`config.mk`:
```
export PLATFORM = sky130hd
export DESIGN_NAME = affine_loader_flat
export DESIGN_NICKNAME = d
export VERILOG_FILES = /design/src/rtl/affine_loader_pkg.sv /design/src/rtl/affine_loader_if.sv /design/src/rtl/affine_loader.sv /design/src/flat_wrapper.sv
export SDC_FILE = /design/constraint.sdc
export NUM_CORES = 1
export LEC_CHECK = 0
export BUFFER_PORTS_ARGS = -buffer_cell sky130_fd_sc_hd__buf_2
export CORE_ASPECT_RATIO = 2
export CORE_MARGIN = 1
export CORE_UTILIZATION = 40
export CTS_CLUSTER_SIZE = 28
export DETAILED_ROUTE_END_ITERATION = 8
export PLACE_DENSITY_LB_ADDON = 0.3
export REMOVE_ABC_BUFFERS = 1
export SLEW_MARGIN = 10
export SYNTH_ARGS = -nofsm -noshare
export SYNTH_HDL_FRONTEND = slang
export SYNTH_SLANG_ARGS = --single-unit
export TNS_END_PERCENT = 1
```
`constraint.sdc`:
```
create_clock -name clk -period 3.05 [get_ports clk]
set_input_delay 0.4575 -clock clk [delete_from_list [all_inputs] [get_ports clk]]
set_output_delay 0.4575 -clock clk [all_outputs]
set_load 0.05 [all_outputs]
```
`src/rtl/affine_loader_pkg.sv`:
```
// affine_loader_pkg: widths, FSM state encoding and word-count helper shared by
// the affine loader, its interface and the ctrl debug view.
package affine_loader_pkg;

  localparam int W_CHANNEL      = 8;
  localparam int BIAS_BUFFER_AW = 10;
  localparam int AFFINE_AW      = BIAS_BUFFER_AW;
  localparam int AXI_WIDTH_DA   = 32;
  localparam int AXI_WIDTH_AD   = 32;
  localparam int LEN_W          = AFFINE_AW + 1;
  localparam int TO_CYCLES_DEF  = 4096;

  typedef enum logic [3:0] {
    ST_IDLE    = 4'd0,
    ST_B_ARM   = 4'd1,
    ST_B_REQ   = 4'd2,
    ST_B_DAT   = 4'd3,
    ST_GAP     = 4'd4,
    ST_S_ARM   = 4'd5,
    ST_S_REQ   = 4'd6,
    ST_S_DAT   = 4'd7,
    ST_WAIT_PP = 4'd8,
    ST_DONE    = 4'd9
  } state_t;

  // Tout = 4 output lanes per tiled channel, so each phase moves 4*ch words.
  function automatic logic [LEN_W-1:0] word_count(input logic [W_CHANNEL-1:0] ch);
    return LEN_W'({ch, 2'b00});
  endfunction

endpackage

```
`src/rtl/affine_loader_if.sv`:
```
// affine_loader_if: ctrl start/status, DMA read channel and postprocessor
// affine-load port of affine_loader, bundled with master (loader) / slave views.
interface affine_loader_if;
  import affine_loader_pkg::*;

  // Handshakes: o_dma_rd_req with o_dma_rd_addr/o_dma_rd_len is held stable
  // until i_dma_rd_ack is sampled high, and that edge is the one transfer
  // (ack may already be high the cycle req rises). Beats have no back-pressure:
  // every cycle with i_dma_rd_vld=1 carries one word; read_data_vld marks one
  // registered word for the postprocessor, o_pp_load_done is a 1-cycle pulse.
  logic                    c_affine_start;
  logic [W_CHANNEL-1:0]    q_channel_out;
  logic [AXI_WIDTH_AD-1:0] q_bias_base;
  logic [AXI_WIDTH_AD-1:0] q_scale_base;

  logic                    o_dma_rd_req;
  logic [AXI_WIDTH_AD-1:0] o_dma_rd_addr;
  logic [LEN_W-1:0]        o_dma_rd_len;
  logic                    i_dma_rd_ack;
  logic [AXI_WIDTH_DA-1:0] i_dma_rd_data;
  logic                    i_dma_rd_vld;

  logic                    q_load_bias;
  logic                    q_load_scale;
  logic [AXI_WIDTH_DA-1:0] read_data;
  logic                    read_data_vld;
  logic                    o_pp_load_done;

  logic                    o_affine_busy;
  logic                    o_affine_done;
  logic                    o_affine_err;

  modport master (
    input  c_affine_start, q_channel_out, q_bias_base, q_scale_base,
    input  i_dma_rd_ack, i_dma_rd_data, i_dma_rd_vld, o_pp_load_done,
    output o_dma_rd_req, o_dma_rd_addr, o_dma_rd_len,
    output q_load_bias, q_load_scale, read_data, read_data_vld,
    output o_affine_busy, o_affine_done, o_affine_err
  );

  modport slave (
    output c_affine_start, q_channel_out, q_bias_base, q_scale_base,
    output i_dma_rd_ack, i_dma_rd_data, i_dma_rd_vld, o_pp_load_done,
    input  o_dma_rd_req, o_dma_rd_addr, o_dma_rd_len,
    input  q_load_bias, q_load_scale, read_data, read_data_vld,
    input  o_affine_busy, o_affine_done, o_affine_err
  );

endinterface

```
`src/rtl/affine_loader.sv`:
```
// affine_loader: per-layer bias-then-scale fetch sequencer feeding the postprocessor.
// Optional watchdog: define AFFINE_LD_TIMEOUT_EN to enable the TO_CYCLES stall timeout.
module affine_loader
  import affine_loader_pkg::*;
#(
  parameter int TO_CYCLES = TO_CYCLES_DEF
) (
  input  logic            clk,
  input  logic            rstn,
  affine_loader_if.master io_bus,
  output state_t          o_dbg_state
);

  state_t                  r_state;
  state_t                  w_next;
  logic [LEN_W-1:0]        r_len;
  logic [LEN_W-1:0]        r_beat_cnt;
  logic [AXI_WIDTH_AD-1:0] r_bias_base;
  logic [AXI_WIDTH_AD-1:0] r_scale_base;
  logic [AXI_WIDTH_DA-1:0] r_read_data;
  logic                    r_read_data_vld;

  logic                    w_start;
  logic                    w_in_req;
  logic                    w_in_dat;
  logic                    w_accept;
  logic                    w_last;
  logic                    w_timeout;
  logic                    w_err;

  logic                    w_req;
  logic [AXI_WIDTH_AD-1:0] w_addr;
  logic [LEN_W-1:0]        w_len;
  logic                    w_load_bias;
  logic                    w_load_scale;
  logic                    w_busy;
  logic                    w_done;

  assign w_start  = (r_state == ST_IDLE) && io_bus.c_affine_start;
  assign w_in_req = (r_state == ST_B_REQ) || (r_state == ST_S_REQ);
  assign w_in_dat = (r_state == ST_B_DAT) || (r_state == ST_S_DAT);
  // Only beats inside a data state are taken; r_len is never 0 there.
  assign w_accept = w_in_dat && io_bus.i_dma_rd_vld;
  assign w_last   = w_accept && (r_beat_cnt == (r_len - LEN_W'(1)));

`ifdef AFFINE_LD_TIMEOUT_EN
  localparam int WD_W = $clog2(TO_CYCLES + 1);

  logic [WD_W-1:0] r_wd_cnt;
  logic            r_err;
  logic            w_watch;
  logic            w_progress;

  assign w_watch    = w_in_req || w_in_dat || (r_state == ST_WAIT_PP);
  assign w_progress = io_bus.i_dma_rd_vld || io_bus.i_dma_rd_ack || io_bus.o_pp_load_done;
  assign w_timeout  = w_watch && !w_progress && (r_wd_cnt == WD_W'(TO_CYCLES - 1));
  assign w_err      = r_err;

  always_ff @(posedge clk or negedge rstn) begin
    if (!rstn) begin
      r_wd_cnt <= '0;
      r_err    <= 1'b0;
    end else begin
      if (!w_watch || w_progress) r_wd_cnt <= '0;
      else                        r_wd_cnt <= r_wd_cnt + WD_W'(1);
      // Sticky until the next accepted start.
      if (w_start)        r_err <= 1'b0;
      else if (w_timeout) r_err <= 1'b1;
    end
  end
`else
  logic w_unused_to;
  assign w_unused_to = (TO_CYCLES != 0);
  assign w_timeout   = 1'b0;
  assign w_err       = 1'b0;
`endif

  always_comb begin
    w_next       = r_state;
    w_req        = 1'b0;
    w_addr       = '0;
    w_len        = '0;
    w_load_bias  = 1'b0;
    w_load_scale = 1'b0;
    w_busy       = 1'b1;
    w_done       = 1'b0;
    case (r_state)
      ST_IDLE: begin
        w_busy = 1'b0;
        if (io_bus.c_affine_start) begin
          w_next = (word_count(io_bus.q_channel_out) == '0) ? ST_DONE : ST_B_ARM;
        end
      end
      ST_B_ARM: begin
        w_load_bias = 1'b1;
        w_next      = ST_B_REQ;
      end
      ST_B_REQ: begin
        w_load_bias = 1'b1;
        w_req       = 1'b1;
        w_addr      = r_bias_base;
        w_len       = r_len;
        if (io_bus.i_dma_rd_ack) w_next = ST_B_DAT;
      end
      ST_B_DAT: begin
        w_load_bias = 1'b1;
        if (w_last) w_next = ST_GAP;
      end
      // Both levels low for one cycle so the postprocessor sees a fresh scale edge.
      ST_GAP: w_next = ST_S_ARM;
      ST_S_ARM: begin
        w_load_scale = 1'b1;
        w_next       = ST_S_REQ;
      end
      ST_S_REQ: begin
        w_load_scale = 1'b1;
        w_req        = 1'b1;
        w_addr       = r_scale_base;
        w_len        = r_len;
        if (io_bus.i_dma_rd_ack) w_next = ST_S_DAT;
      end
      ST_S_DAT: begin
        w_load_scale = 1'b1;
        if (w_last) w_next = ST_WAIT_PP;
      end
      ST_WAIT_PP: begin
        w_load_scale = 1'b1;
        if (io_bus.o_pp_load_done) w_next = ST_DONE;
      end
      ST_DONE: begin
        w_busy = 1'b0;
        w_done = 1'b1;
        w_next = ST_IDLE;
      end
      default: begin
        w_busy = 1'b0;
        w_next = ST_IDLE;
      end
    endcase
    if (w_timeout) w_next = ST_DONE;
  end

  always_ff @(posedge clk or negedge rstn) begin
    if (!rstn) begin
      r_state         <= ST_IDLE;
      r_len           <= '0;
      r_bias_base     <= '0;
      r_scale_base    <= '0;
      r_beat_cnt      <= '0;
      r_read_data     <= '0;
      r_read_data_vld <= 1'b0;
    end else begin
      r_state <= w_next;
      if (w_start) begin
        r_len        <= word_count(io_bus.q_channel_out);
        r_bias_base  <= io_bus.q_bias_base;
        r_scale_base <= io_bus.q_scale_base;
      end
      if (w_last || !w_in_dat) r_beat_cnt <= '0;
      else if (w_accept)       r_beat_cnt <= r_beat_cnt + LEN_W'(1);
      r_read_data_vld <= w_accept;
      if (w_accept) r_read_data <= io_bus.i_dma_rd_data;
    end
  end

  assign io_bus.o_dma_rd_req  = w_req;
  assign io_bus.o_dma_rd_addr = w_addr;
  assign io_bus.o_dma_rd_len  = w_len;
  assign io_bus.q_load_bias   = w_load_bias;
  assign io_bus.q_load_scale  = w_load_scale;
  assign io_bus.read_data     = r_read_data;
  assign io_bus.read_data_vld = r_read_data_vld;
  assign io_bus.o_affine_busy = w_busy;
  assign io_bus.o_affine_done = w_done;
  assign io_bus.o_affine_err  = w_err;
  assign o_dbg_state          = r_state;

endmodule
```
`src/flat_wrapper.sv`:
```
// flat-port wrapper written by rule: the top's interface ports become plain ports
module affine_loader_flat import affine_loader_pkg::*;
#(
  parameter int TO_CYCLES = TO_CYCLES_DEF
)
  (clk, rstn, o_dbg_state, io_bus_c_affine_start, io_bus_q_channel_out, io_bus_q_bias_base, io_bus_q_scale_base, io_bus_i_dma_rd_ack, io_bus_i_dma_rd_data, io_bus_i_dma_rd_vld, io_bus_o_pp_load_done, io_bus_o_dma_rd_req, io_bus_o_dma_rd_addr, io_bus_o_dma_rd_len, io_bus_q_load_bias, io_bus_q_load_scale, io_bus_read_data, io_bus_read_data_vld, io_bus_o_affine_busy, io_bus_o_affine_done, io_bus_o_affine_err);
  affine_loader_if io_bus_i ();
  input  logic clk;
  input  logic rstn;
  output state_t o_dbg_state;
  input wire logic [$bits(io_bus_i.c_affine_start)-1:0] io_bus_c_affine_start;
  input wire logic [$bits(io_bus_i.q_channel_out)-1:0] io_bus_q_channel_out;
  input wire logic [$bits(io_bus_i.q_bias_base)-1:0] io_bus_q_bias_base;
  input wire logic [$bits(io_bus_i.q_scale_base)-1:0] io_bus_q_scale_base;
  input wire logic [$bits(io_bus_i.i_dma_rd_ack)-1:0] io_bus_i_dma_rd_ack;
  input wire logic [$bits(io_bus_i.i_dma_rd_data)-1:0] io_bus_i_dma_rd_data;
  input wire logic [$bits(io_bus_i.i_dma_rd_vld)-1:0] io_bus_i_dma_rd_vld;
  input wire logic [$bits(io_bus_i.o_pp_load_done)-1:0] io_bus_o_pp_load_done;
  output wire logic [$bits(io_bus_i.o_dma_rd_req)-1:0] io_bus_o_dma_rd_req;
  output wire logic [$bits(io_bus_i.o_dma_rd_addr)-1:0] io_bus_o_dma_rd_addr;
  output wire logic [$bits(io_bus_i.o_dma_rd_len)-1:0] io_bus_o_dma_rd_len;
  output wire logic [$bits(io_bus_i.q_load_bias)-1:0] io_bus_q_load_bias;
  output wire logic [$bits(io_bus_i.q_load_scale)-1:0] io_bus_q_load_scale;
  output wire logic [$bits(io_bus_i.read_data)-1:0] io_bus_read_data;
  output wire logic [$bits(io_bus_i.read_data_vld)-1:0] io_bus_read_data_vld;
  output wire logic [$bits(io_bus_i.o_affine_busy)-1:0] io_bus_o_affine_busy;
  output wire logic [$bits(io_bus_i.o_affine_done)-1:0] io_bus_o_affine_done;
  output wire logic [$bits(io_bus_i.o_affine_err)-1:0] io_bus_o_affine_err;
  assign io_bus_i.c_affine_start = io_bus_c_affine_start;
  assign io_bus_i.q_channel_out = io_bus_q_channel_out;
  assign io_bus_i.q_bias_base = io_bus_q_bias_base;
  assign io_bus_i.q_scale_base = io_bus_q_scale_base;
  assign io_bus_i.i_dma_rd_ack = io_bus_i_dma_rd_ack;
  assign io_bus_i.i_dma_rd_data = io_bus_i_dma_rd_data;
  assign io_bus_i.i_dma_rd_vld = io_bus_i_dma_rd_vld;
  assign io_bus_i.o_pp_load_done = io_bus_o_pp_load_done;
  assign io_bus_o_dma_rd_req = io_bus_i.o_dma_rd_req;
  assign io_bus_o_dma_rd_addr = io_bus_i.o_dma_rd_addr;
  assign io_bus_o_dma_rd_len = io_bus_i.o_dma_rd_len;
  assign io_bus_q_load_bias = io_bus_i.q_load_bias;
  assign io_bus_q_load_scale = io_bus_i.q_load_scale;
  assign io_bus_read_data = io_bus_i.read_data;
  assign io_bus_read_data_vld = io_bus_i.read_data_vld;
  assign io_bus_o_affine_busy = io_bus_i.o_affine_busy;
  assign io_bus_o_affine_done = io_bus_i.o_affine_done;
  assign io_bus_o_affine_err = io_bus_i.o_affine_err;
  affine_loader #(.TO_CYCLES(TO_CYCLES)) u_core (.clk(clk), .rstn(rstn), .io_bus(io_bus_i), .o_dbg_state(o_dbg_state));
endmodule
```
Word-level counts from Yosys, hierarchy flattened
Index checks and enable logic that the tools add are counted.
{ "word_totals": {"ramBits": 0, "romBits": 0, "out_inout_bits": 86, "latch_bits": 0, "n_memories": 0, "regBits": 120} }
{ "classes": {"muxes": 17, "div": 0, "n_shift": 0, "eq_ne": 16, "mul": 0, "magnitude_cmp": 0, "n_reduce_logical": 14, "add_sub_neg": 2, "n_bitwise": 0} }
{ "op_table": {"columns": ["op", "n"], "rows": [
  ["$pmux W32 S2", 1],
  ["$pmux W4 S9", 1],
  ["$mux W4", 7],
  ["$mux W11", 2],
  ["$eq A4 B3 Y1 const B", 4],
  ["$add A11 B1 Y11 const B", 1],
  ["$eq A11 B11 Y1", 1],
  ["$sub A10 B1 Y11 const B", 1],
  ["$mux W10", 1],
  ["$eq A4 B2 Y1 const B", 2],
  ["$eq A4 B4 Y1 const B", 2],
  ["$logic_not A8 Y1", 1],
  ["$ne A2 B2 Y1 const B", 4],
  ["$reduce_or A8 Y1", 1],
  ["$reduce_and A6 Y1", 1],
  ["$mux W1", 5],
  ["$eq A4 B1 Y1 const B", 1],
  ["$logic_not A4 Y1", 1],
  ["$ne A2 B1 Y1 const B", 2],
  ["$reduce_or A4 Y1", 1],
  ["$logic_and A1 B1 Y1", 3],
  ["$reduce_or A3 Y1", 1],
  ["$logic_or A1 B1 Y1", 2],
  ["$reduce_bool A2 Y1", 1],
  ["other kinds (2)", 2]
]} }

Depth between registers and ports, before layout
Gate-level depths: netlist of run 1.
{ "logic_depth": {"ltp_word": 6, "ltp_mapped": 9} }

Worst setup path before layout of run 1
No wires, ideal clock.
{ "synth_timing": {"path_kind": "reg-to-output", "start": "register u_core.r_state[2], in the netlist u_core.o_dbg_state[2]", "end": "output io_bus_o_dma_rd_addr[0]", "path_buffers": 2, "t_required_ns": 2.592, "arrival_ns": 2.330, "path_stages_with_launch": 5, "path_slack_ns": 0.262, "path_cell_list": "dfrtp_1 clkbuf_1 buf_1 mux2i_1 nor2_1"} }
{ "synth_via": {"elab_chain_cells": 2, "elab_cells_between_ends": 3, "cone_classes": "eq/ne (2); mux (1)"} }
{ "synth_lines": {"columns": ["item", "line_no", "text"], "rows": [
  ["start: declaration", "affine_loader.sv:14", "state_t r_state;"],
  ["start signal: assignment", "affine_loader.sv:153", "r_state <= w_next;"],
  ["$eq A4 B3 Y1 or $eq A4 B2 Y1 (tied branches)", null, null],
  ["$pmux W32 S2 *", "affine_loader.sv:87", "case (r_state)"],
  ["end: declaration", "flat_wrapper.sv:20", "output wire logic [$bits(io_bus_i.o_dma_rd_addr)-1:0] io_bus_o_dma_rd_addr;"]
]} }
Mark *: on every way between the ends. The rest lies on a longest branch, timed or not.

Worst setup path in the final report of run 1
{ "layout_timing": {"start": "register u_core.r_len[2]", "end": "register u_core.r_beat_cnt[6]"} }
{ "layout_via": {"elab_chain_cells": 5, "elab_cells_between_ends": 6, "cone_classes": "add/sub (1); eq/ne (1); mux (1); reduce/logical (3)"} }
{ "layout_lines": {"columns": ["item", "line_no", "text"], "rows": [
  ["start: declaration", "affine_loader.sv:16", "logic [LEN_W-1:0] r_len;"],
  ["start signal: assignment", "affine_loader.sv:155", "r_len <= word_count(io_bus.q_channel_out);"],
  ["$sub A10 B1 Y11 *", "affine_loader.sv:44", "assign w_last = w_accept && (r_beat_cnt == (r_len - LEN_W'(1)));"],
  ["$eq A11 B11 Y1 *", "affine_loader.sv:44", null],
  ["$logic_and A1 B1 Y1 *", "affine_loader.sv:44", null],
  ["$logic_or A1 B1 Y1 *", "affine_loader.sv:159", "if (w_last || !w_in_dat) r_beat_cnt <= '0;"],
  ["$mux W11 or $reduce_bool A2 Y1 (tied branches)", null, null],
  ["end signal: assignment", "affine_loader.sv:160", "else if (w_accept) r_beat_cnt <= r_beat_cnt + LEN_W'(1);"],
  ["end: declaration", "affine_loader.sv:17", "logic [LEN_W-1:0] r_beat_cnt;"]
]} }
Marked as above.
A chain may end at the register's enable or synchronous reset.

==> metrics.yaml, run 1 <==
outcome:
  outcome: "finished, final reports clean"
yosys:
  synth_area_um2: 5540
  synth_warnings: 0
  synth_edf_count: 0
  ys.flop_type: "dfrtp_1"
  postSynthAreaPerCell_um2: 12.6
  ys_ff_latch: 120
  yosysSeqAreaShare_pct: 54.2
  synth_cells: 439
  synth_cell_types: 45
  async_reset_ff_share_pct: 100
layout:
  drive_gt1_share_pct: 53.4
  fillerInstances: 1216
  post-route-util_pct: 54.0
  regArea_um2: 3000
  antennaDiodeCount: 0
  area_growth_pct: 31.7
  multi_input_area_um2: 2410
  nets: 749
  finalInstanceArea_um2: 7300
grt:
  track_usage_pct: 19.4
  grt_pass1_vias: 4506
  antenna_found_initial: 0
  grt_overflow: 0
  grt_pass1_wl_mm: 21.4
  grt_max_degree: 65
detailed_routing:
  vias: 4108
  post_drt_via_cell_ratio: 5.10
  drtAntennaViolNets: 0
  drc: 0
  drt-total-wl_mm: 13.3
  wl_per_cell_um: 16.5
  dr.pass1.iters: 4
  drt-initial-drc-count: 107
floorplan:
  die_w_um: 85.2
  start_util_pct: 41.0
  fp.dieH_um: 168
  dieArea_um2: 14400
  rows: 60
  fp.coreArea_um2: 13500
  num_io_pins: 196
critical_path:
  cpMaxStageDelayCell: "or4b_4"
  required_ps: 3330
  cp.arrival_ps: 2870
  cp-end-kind: "flop"
  cp.buffers_inverters: 2
  cp-start-kind: "flop"
  r2r_slack_ps: 470
  cp_max_fo: 7
  critPathLaunch: "u_core.r_len[2]$_DFFE_PN0P_"
  crit_family: "simple AND/OR/NAND/NOR gates"
  cp.depth: 9
  endpoint: "u_core.r_beat_cnt[6]$_DFFE_PN0P_"
  rr_endpoint: "u_core.r_beat_cnt[6]$_DFFE_PN0P_"
  r2r_cells: 9
  crit_type: "flop to flop"
  cp_slowest_stage_delay_ps: 530
  rr_startpoint: "u_core.r_len[2]$_DFFE_PN0P_"
  path_cells: "inv_1 -> ha_1 -> or4b_4 -> nor3b_1 -> o32ai_1 -> o21a_1 -> o21ai_2 -> buf_4 -> nor2_1"
cts:
  cts_tree: "built"
  clockBufferDepth: 2
  htree_num_levels: 4
  clock-sinks: 120
  cts_buffers: 17
  cts.repair.resized: 0
  holdBufCountCts: 0
  cts_root_buf: "clkbuf_16"
  clk_latency_ps: 410
  cts.clk_slew.worst_paths_ps: 60
  cts_setup_buffers: 0
timing:
  rsz0062_at_grt: "no"
  finalHoldViolCount: 0
  max_slew_margin_pct: 45.7
  period_share_pct: 84.7
  max_freq_mhz: 387
  worstMarginPinSlew_ps: 814
  fin_skew_ps: 11.3
  final_max_slew_viol_count: 0
  min_period_ps: 2580
  setup_ws_ps: 468
  setup_viol_count_final: 0
power:
  p_leak_nw: 3.97
  vdd_drop_max_uv: 486
  p_per_area_nw_per_um2: 610
placed_design:
  place_congestion: 0.880
  dp_worst_setup_slack_ps: 553
  placed_area_um2: 6670
  numPortBuffers: 191
  hpwl_mm: 9.95
flow_run:
  maxCapViolCount: 0
worst_hold_path:
  hp-class: "input port to asynchronous set/reset pin"
==> worst min path at each step <==
stage	slack, ps	depth (start not counted)	to
after floorplan	160	0	u_core.io_bus.read_data[0]$_DFFE_PN0P_
after global placement	450	1	u_core.io_bus.read_data[19]$_DFFE_PN0P_
after detailed placement	450	1	u_core.io_bus.read_data[19]$_DFFE_PN0P_
after CTS	10	1	u_core.io_bus.read_data[19]$_DFFE_PN0P_
after global routing	50	1	u_core.io_bus.read_data[19]$_DFFE_PN0P_
final	9	1	u_core.io_bus.read_data[19]$_DFFE_PN0P_
==> Yosys cell counts, types with 2 or more instances <==
cell	n	area [µm²]
a211oi_2	2	25.0
a21oi_1	2	10.0
a31oi_1	2	12.5
and3_1	8	50.1
buf_1	2	7.51
buf_2	3	15.0
buf_4	5	37.5
clkbuf_1	14	52.6
dfrtp_1	120	3000
ha_1	2	25.0
inv_1	6	22.5
mux2_2	104	1170
mux2i_1	34	340
nand2_1	9	33.8
nand2b_1	3	18.8
nand3_1	8	40.0
nand4_1	2	12.5
nor2_1	54	203
nor2b_1	4	25.0
nor3_1	5	25.0
nor4_1	5	31.3
o21ai_0	2	10.0
o31a_1	2	17.5
or2_2	2	12.5
xnor2_1	12	105
xor2_1	8	70.1
==> cells by family after synthesis <==
group,synth area share (%)
other,0.0677
buffers and inverters,2.51
and+or+nand+nor,9.58
xor gates and xnor gates,3.16
DFF,54.2
adders and majority gates,0.452
AOI/OAI and AO/OA,2.73
muxes,27.3
==> worst register-to-register path: cells and delay by family, from the launching register on <==
| kind | cells | cell delay [ps] |
|---|---|---|
| AND/OR/NAND/NOR | 3 | 890 |
| AO/OA/AOI/OAI | 3 | 640 |
| adder cells (fa/ha/maj) | 1 | 220 |
| buffers and inverters | 2 | 300 |
| flip-flops | 1 | 420 |
==> registers in the layout, indices dropped and copies added (netlist names) <==
name / cells
u_core.io_bus.read_data: 32
u_core.io_bus.read_data_vld: 1
u_core.o_dbg_state: 4
u_core.r_len: 8
u_core.r_scale_base: 32
u_core.r_beat_cnt: 11
u_core.r_bias_base: 32
==> layout make-up <==
class / instances / share of cell area, %
Tap cell: 155 / 2.66
Timing Repair Buffer: 200 / 14.2
Sequential cell: 120 / 41.2
Clock inverter: 14 / 2.52
Clock buffer: 18 / 6.02
Inverter: 7 / 0.360
Multi-Input combinational cell: 291 / 33.0
==> metrics by stage <==
stage | power (mW) | instances | TNS, ps | hold WS (ps)
finish | 4.45 | 805 | 0 | 9.28
global route | 4.61 | 805 | 0 | 45.7
CTS | 4.51 | 805 | 0 | 14.7
detailed placement | 2.40 | 773 | 0 | 453
global placement | 2.39 | 773 | 0 | 449
floorplan | 2.16 | 418 | -69140 | 162
==> metal layers <==
metal  vias up  track usage (%)  wire length, µm
met5         -                0                0
met4         0             9.65              383
met3        32             4.07              544
met2       128             37.6             7860
met1      2026             18.7             4530
li1       1922                -                -
==> report_power, final <==
part	internal, mW	switching, mW
Sequential	1.68	0.0636
Clock	1.33	0.759
Combinational	0.195	0.428
Total	3.20	1.25
==> layout by cell type, fill, tap and decap left out, types with 6 or more instances in the layout <==
cell / Yosys / layout
nand3_1: 8 / 8
buf_2: 3 / 190
nand2_1: 9 / 8
clkbuf_16: 0 / 17
nor2_1: 54 / 54
xnor2_1: 12 / 12
xor2_1: 8 / 8
buf_4: 5 / 9
mux2_2: 104 / 104
inv_6: 0 / 7
mux2i_1: 34 / 34
and3_1: 8 / 8
inv_1: 6 / 6
dfrtp_1: 120 / 119
No activity file was read; power rests on OpenSTA's default activity.
==> run 2, diff against run 1 <==
clock period = 2.4 ns   (was 3.05 ns; I/O delays follow)
==> metrics.yaml, run 2 (synthesis results as in run 1) <==
timing:
  setup_viol_count_final: 0
  final_max_slew_viol_count: 0
  worstMarginPinSlew_ps: 577
  max_freq_mhz: 429
  fin_skew_ps: 12.9
  max_slew_margin_pct: 61.4
  min_period_ps: 2330
  setup_ws_ps: 66.3
  rsz0062_at_grt: "yes"
  finalHoldViolCount: 0
  period_share_pct: 97.2
layout:
  nets: 760
  finalInstanceArea_um2: 7450
  final_cell_mix: "190 x buf_2, 119 x dfrtp_1, 104 x mux2_2"
  area_growth_pct: 34.5
  antennaDiodeCount: 0
  final_common_cell: "buf_2"
  drive_gt1_share_pct: 54.7
  fillerInstances: 1188
  fin_cells: 815
grt:
  track_usage_pct: 19.9
  grt_max_degree: 52
  grt_pass1_wl_mm: 21.8
  grt_pass1_vias: 4616
  antenna_found_initial: 0
  grt_overflow: 0
floorplan:
  rows: 60
  fp.coreArea_um2: 13500
  fp.dieH_um: 168
  dieArea_um2: 14400
  num_io_pins: 196
  start_util_pct: 41.0
  die_w_um: 85.2
critical_path:
  crit_family: "simple AND/OR/NAND/NOR gates"
  cp.buffers_inverters: 1
  rr_startpoint: "u_core.r_len[3]$_DFFE_PN0P_"
  cp_slowest_stage_delay_ps: 510
  r2r_cells: 8
  cp_max_fo: 5
  cp.arrival_ps: 2640
  cp-end-kind: "flop"
  path_cells: "inv_2 -> ha_4 -> or4b_4 -> a211oi_2 -> o32ai_1 -> o21a_1 -> and4b_2 -> mux2i_1"
  cp-start-kind: "flop"
  cpMaxStageDelayCell: "or4b_4"
  rr_endpoint: "u_core.o_dbg_state[2]$_DFFE_PN0P_"
  crit_type: "flop to flop"
  required_ps: 2710
  r2r_slack_ps: 70
worst_hold_path:
  holdCritStartpoint: "io_bus_i_dma_rd_data[24]"
  holdPathEnd: "u_core.io_bus.read_data[24]$_DFFE_PN0P_"
  hold_depth: 2
  hp-class: "input port to flop"
cts:
  clk_latency_ps: 410
  clockBufferDepth: 2
  cts_tree: "built"
  clock-sinks: 120
  cts.clk_slew.worst_paths_ps: 60
  cts_root_buf: "clkbuf_16"
  htree_num_levels: 4
  cts_buffers: 17
detailed_routing:
  highest_layer: "met4"
  dr.pass1.iters: 4
  met1_length_mm: 4.76
  drt-initial-drc-count: 98
  met3WireLength_um: 501
  drt-total-wl_mm: 13.6
  drtAntennaViolNets: 0
  post_drt_via_cell_ratio: 5.19
  route.met2.wl_mm: 7.90
  wl_per_cell_um: 16.7
  drc: 0
  vias: 4227
placed_design:
  dpl.cell_count: 783
  place_congestion: 0.836
  hpwl_mm: 10.3
  numPortBuffers: 191
  dp_worst_setup_slack_ps: -8.55
  placed_area_um2: 6790
power:
  p_leak_nw: 4.06
  p_per_area_nw_per_um2: 765
  vdd_drop_max_uv: 762
flow_run:
  maxCapViolCount: 0
outcome:
  outcome: "finished, final reports clean"
run 2: how the worst max path moves through the flow:
stage | start | endpoint | slack, ps | cells past startpoint
floorplan | u_core.o_dbg_state[2]$_DFFE_PN0P_ | u_core.r_bias_base[0]$_DFFE_PN0P_ | -1600 | 3
global placement | u_core.r_len[3]$_DFFE_PN0P_ | u_core.o_dbg_state[0]$_DFFE_PN0P_ | 70 | 8
detailed placement | u_core.r_len[3]$_DFFE_PN0P_ | u_core.o_dbg_state[0]$_DFFE_PN0P_ | -9 | 8
CTS | u_core.r_len[3]$_DFFE_PN0P_ | u_core.o_dbg_state[0]$_DFFE_PN0P_ | -1 | 8
global route | u_core.r_len[3]$_DFFE_PN0P_ | u_core.o_dbg_state[2]$_DFFE_PN0P_ | -10 | 8
finish | u_core.r_len[3]$_DFFE_PN0P_ | u_core.o_dbg_state[2]$_DFFE_PN0P_ | 70 | 8
run 2: power breakdown:
group          switching (mW)  total (mW)  internal (mW)  leakage (nW)
clock                   0.942        2.68           1.74         0.304
sequential             0.0794        2.22           2.14          1.58
combinational           0.544       0.797          0.253          2.17
run 2: timing repair:
action	in CTS	in global routing
resized for setup	2	5
hold buffers	1	0
hold endpoints to repair	31	0
buffers inserted	0	0
endpoints found under the setup margin	8	40
run 2: layout make-up:
cell class / count / area [µm²] / area share [%]
Clock buffer: 17 / 425 / 5.71
Clock inverter: 14 / 199 / 2.67
Inverter: 7 / 26.3 / 0.353
Multi-Input combinational cell: 291 / 2440 / 32.7
Sequential cell: 120 / 3000 / 40.3
Tap cell: 155 / 194 / 2.60
Timing Repair Buffer: 211 / 1160 / 15.6
run 2: layer usage:
metal  GRT usage [%]  up-vias
met5               0        -
met4            10.6        0
met3            4.12       33
met2            37.5      140
met1            20.0     2106
li1                -     1948
run 2: metrics by stage:
stage | setup TNS, ps | hold WS, ps | power [mW] | utilization (%)
floorplan | -133550 | 64.4 | 2.75 | -
global placement | 0 | 324 | 3.04 | 50.2
detailed placement | -17.3 | 329 | 3.05 | 50.2
CTS | -1.23 | 167 | 5.77 | 55.0
global route | -78.2 | 166 | 5.90 | 55.1
finish | 0 | 183 | 5.70 | 55.1
run 2: worst reg2reg max path, cell delays in order, from the launching register on:
cell	delay [ps]
dfrtp_1	400
inv_2	80
ha_4	140
or4b_4	510
a211oi_2	210
o32ai_1	130
o21a_1	230
and4b_2	340
mux2i_1	210
==> run 3, diff against run 2 <==
CORE_UTILIZATION = 50   (was 40)
CTS_CLUSTER_SIZE = 8   (was 28)
==> metrics.yaml, run 3 (synthesis results as in run 1) <==
critical_path:
  cp_max_fo: 5
  crit_type: "flop to flop"
  path_cells: "inv_2 -> ha_4 -> or4b_4 -> o31a_1 -> a211oi_2 -> nand3_1 -> o21ai_2 -> a21bo_1"
  required_ps: 2690
  cp.arrival_ps: 2600
  cp-end-kind: "flop"
  cp_slowest_stage_delay_ps: 510
  cpMaxStageDelayCell: "or4b_4"
  cp-start-kind: "flop"
timing:
  rsz0062_at_grt: "no"
  period_share_pct: 96.2
  fin_tns_setup_ps: 0
  finalHoldViolCount: 0
  max_slew_margin_pct: 56.7
  worstMarginPinSlew_ps: 650
  max_freq_mhz: 433
  fin_skew_ps: 11.3
  final_max_slew_viol_count: 0
  holdWs_ps: 11.5
  setup_viol_count_final: 0
  min_period_ps: 2310
cts:
  cts_root_buf: "clkbuf_16"
  cts_buffers: 17
  clock-sinks: 120
  clockBufferDepth: 2
  cts_setup_buffers: 0
  cts.clk_slew.worst_paths_ps: 60
  htree_num_levels: 4
  cts_tree: "built"
  clk_latency_ps: 410
detailed_routing:
  vias: 4222
  wl_per_cell_um: 16.8
  post_drt_via_cell_ratio: 5.32
  drtAntennaViolNets: 0
  drt-initial-drc-count: 168
  drt-total-wl_mm: 13.3
  dr.pass1.iters: 4
  drc: 0
placed_design:
  hpwl_mm: 9.50
  place_congestion: 0.870
  placed_area_um2: 6720
  numPortBuffers: 191
flow_run:
  maxCapViolCount: 0
layout:
  post-route-util_pct: 67.7
  nets: 752
  finalInstanceArea_um2: 7320
  final_common_cell: "buf_2"
  final_cell_mix: "190 x buf_2, 119 x dfrtp_1, 104 x mux2_2"
  drive_gt1_share_pct: 54.2
  area_growth_pct: 32.1
power:
  p_per_area_nw_per_um2: 742
  switching_power_mw: 1.56
  vdd_drop_max_uv: 692
  p_sw_share_pct: 28.7
  clkPwrFrac_pct: 44.4
  p_total_mw: 5.43
  p_leak_nw: 3.98
  p_int_mw: 3.87
  pwr-share-seq_pct: 40.8
  p_comb_share_pct: 14.8
floorplan:
  die_w_um: 76.4
  dieArea_um2: 11500
  rows: 54
  num_io_pins: 196
  fp.dieH_um: 151
  start_util_pct: 51.2
  fp.coreArea_um2: 10800
outcome:
  outcome: "finished, final reports clean"
grt:
  track_usage_pct: 24.0
  grt_max_degree: 121
  grt_overflow: 0
  grt_pass1_vias: 4447
  antenna_found_initial: 0
  grt_pass1_wl_mm: 20.8
worst_hold_path:
  hp-class: "input port to asynchronous set/reset pin"
run 3: cell types whose count changed in the layout (fill, tap and decap cells not counted), moves of 2 or more:
cell and delta:
bufinv_16 -3, clkinvlp_4 +6, clkinv_4 -3, clkbuf_8 +2, buf_4 -7
run 3: worst max-delay path, delay by kind of cell, from the launching register on:
family	cells	cell delay, ps
simple gates	2	620
buf+inv	1	90
flops	1	400
fa+ha+maj	1	140
compound gates	4	940
run 3: what timing repair did:
action,CTS,global route
hold buffers,0,0
gates resized for setup,0,5
setup endpoints to repair,0,15
run 3: power groups by stage:
stage | clock network [mW] | logic (mW) | registers, mW
after floorplan | 0 | 0.210 | 2.54
after global placement | 0 | 0.785 | 2.24
after detailed placement | 0 | 0.805 | 2.25
after CTS | 2.46 | 0.809 | 2.22
after global routing | 2.54 | 0.853 | 2.23
final | 2.41 | 0.803 | 2.22
run 3: worst paths after layout:
check / start / to / slack [ps] / cells past startpoint
worst max-delay path: u_core.r_len[3]$_DFFE_PN0P_ / u_core.o_dbg_state[0]$_DFFE_PN0P_ / 90 / 8
worst min-delay path: rstn / u_core.io_bus.read_data[22]$_DFFE_PN0P_ / 10 / 2
worst max register to register: u_core.r_len[3]$_DFFE_PN0P_ / u_core.o_dbg_state[0]$_DFFE_PN0P_ / 90 / 8
worst min register to register: u_core.io_bus.read_data[0]$_DFFE_PN0P_ / u_core.io_bus.read_data[0]$_DFFE_PN0P_ / 500 / 1
max in group asynchronous: rstn / u_core.o_dbg_state[2]$_DFFE_PN0P_ / 1830 / 2
min in group clk: io_bus_i_dma_rd_data[17] / u_core.io_bus.read_data[17]$_DFFE_PN0P_ / 180 / 2
run 3: metrics by stage:
stage / worst slack (ps) / std cells
6_report: 90.9 / 794
5_1_grt: 2.58 / 793
4_1_cts: 7.83 / 793
3_5_place_dp: 23.2 / 761
3_3_place_gp: 115 / 761
2_1_floorplan: -1600 / 418
run 3: layer usage:
metal	track usage, %	vias up	part of all wire (%)
met5	0	-	0
met4	15.9	0	3.8
met3	5.96	36	5.0
met2	44.1	155	57
met1	23.5	2097	34
li1	-	1934	-
run 3: final cells by class:
type                       instances  area [µm²]
clock inverter                    13         123
fill                             817        3490
inverter                           7        26.3
clock buffer                      19         453
antenna                            1        2.50
sequential                       120        3000
tap                              140         175
timing repair buffer             203        1100
multi-input combinational        291        2430
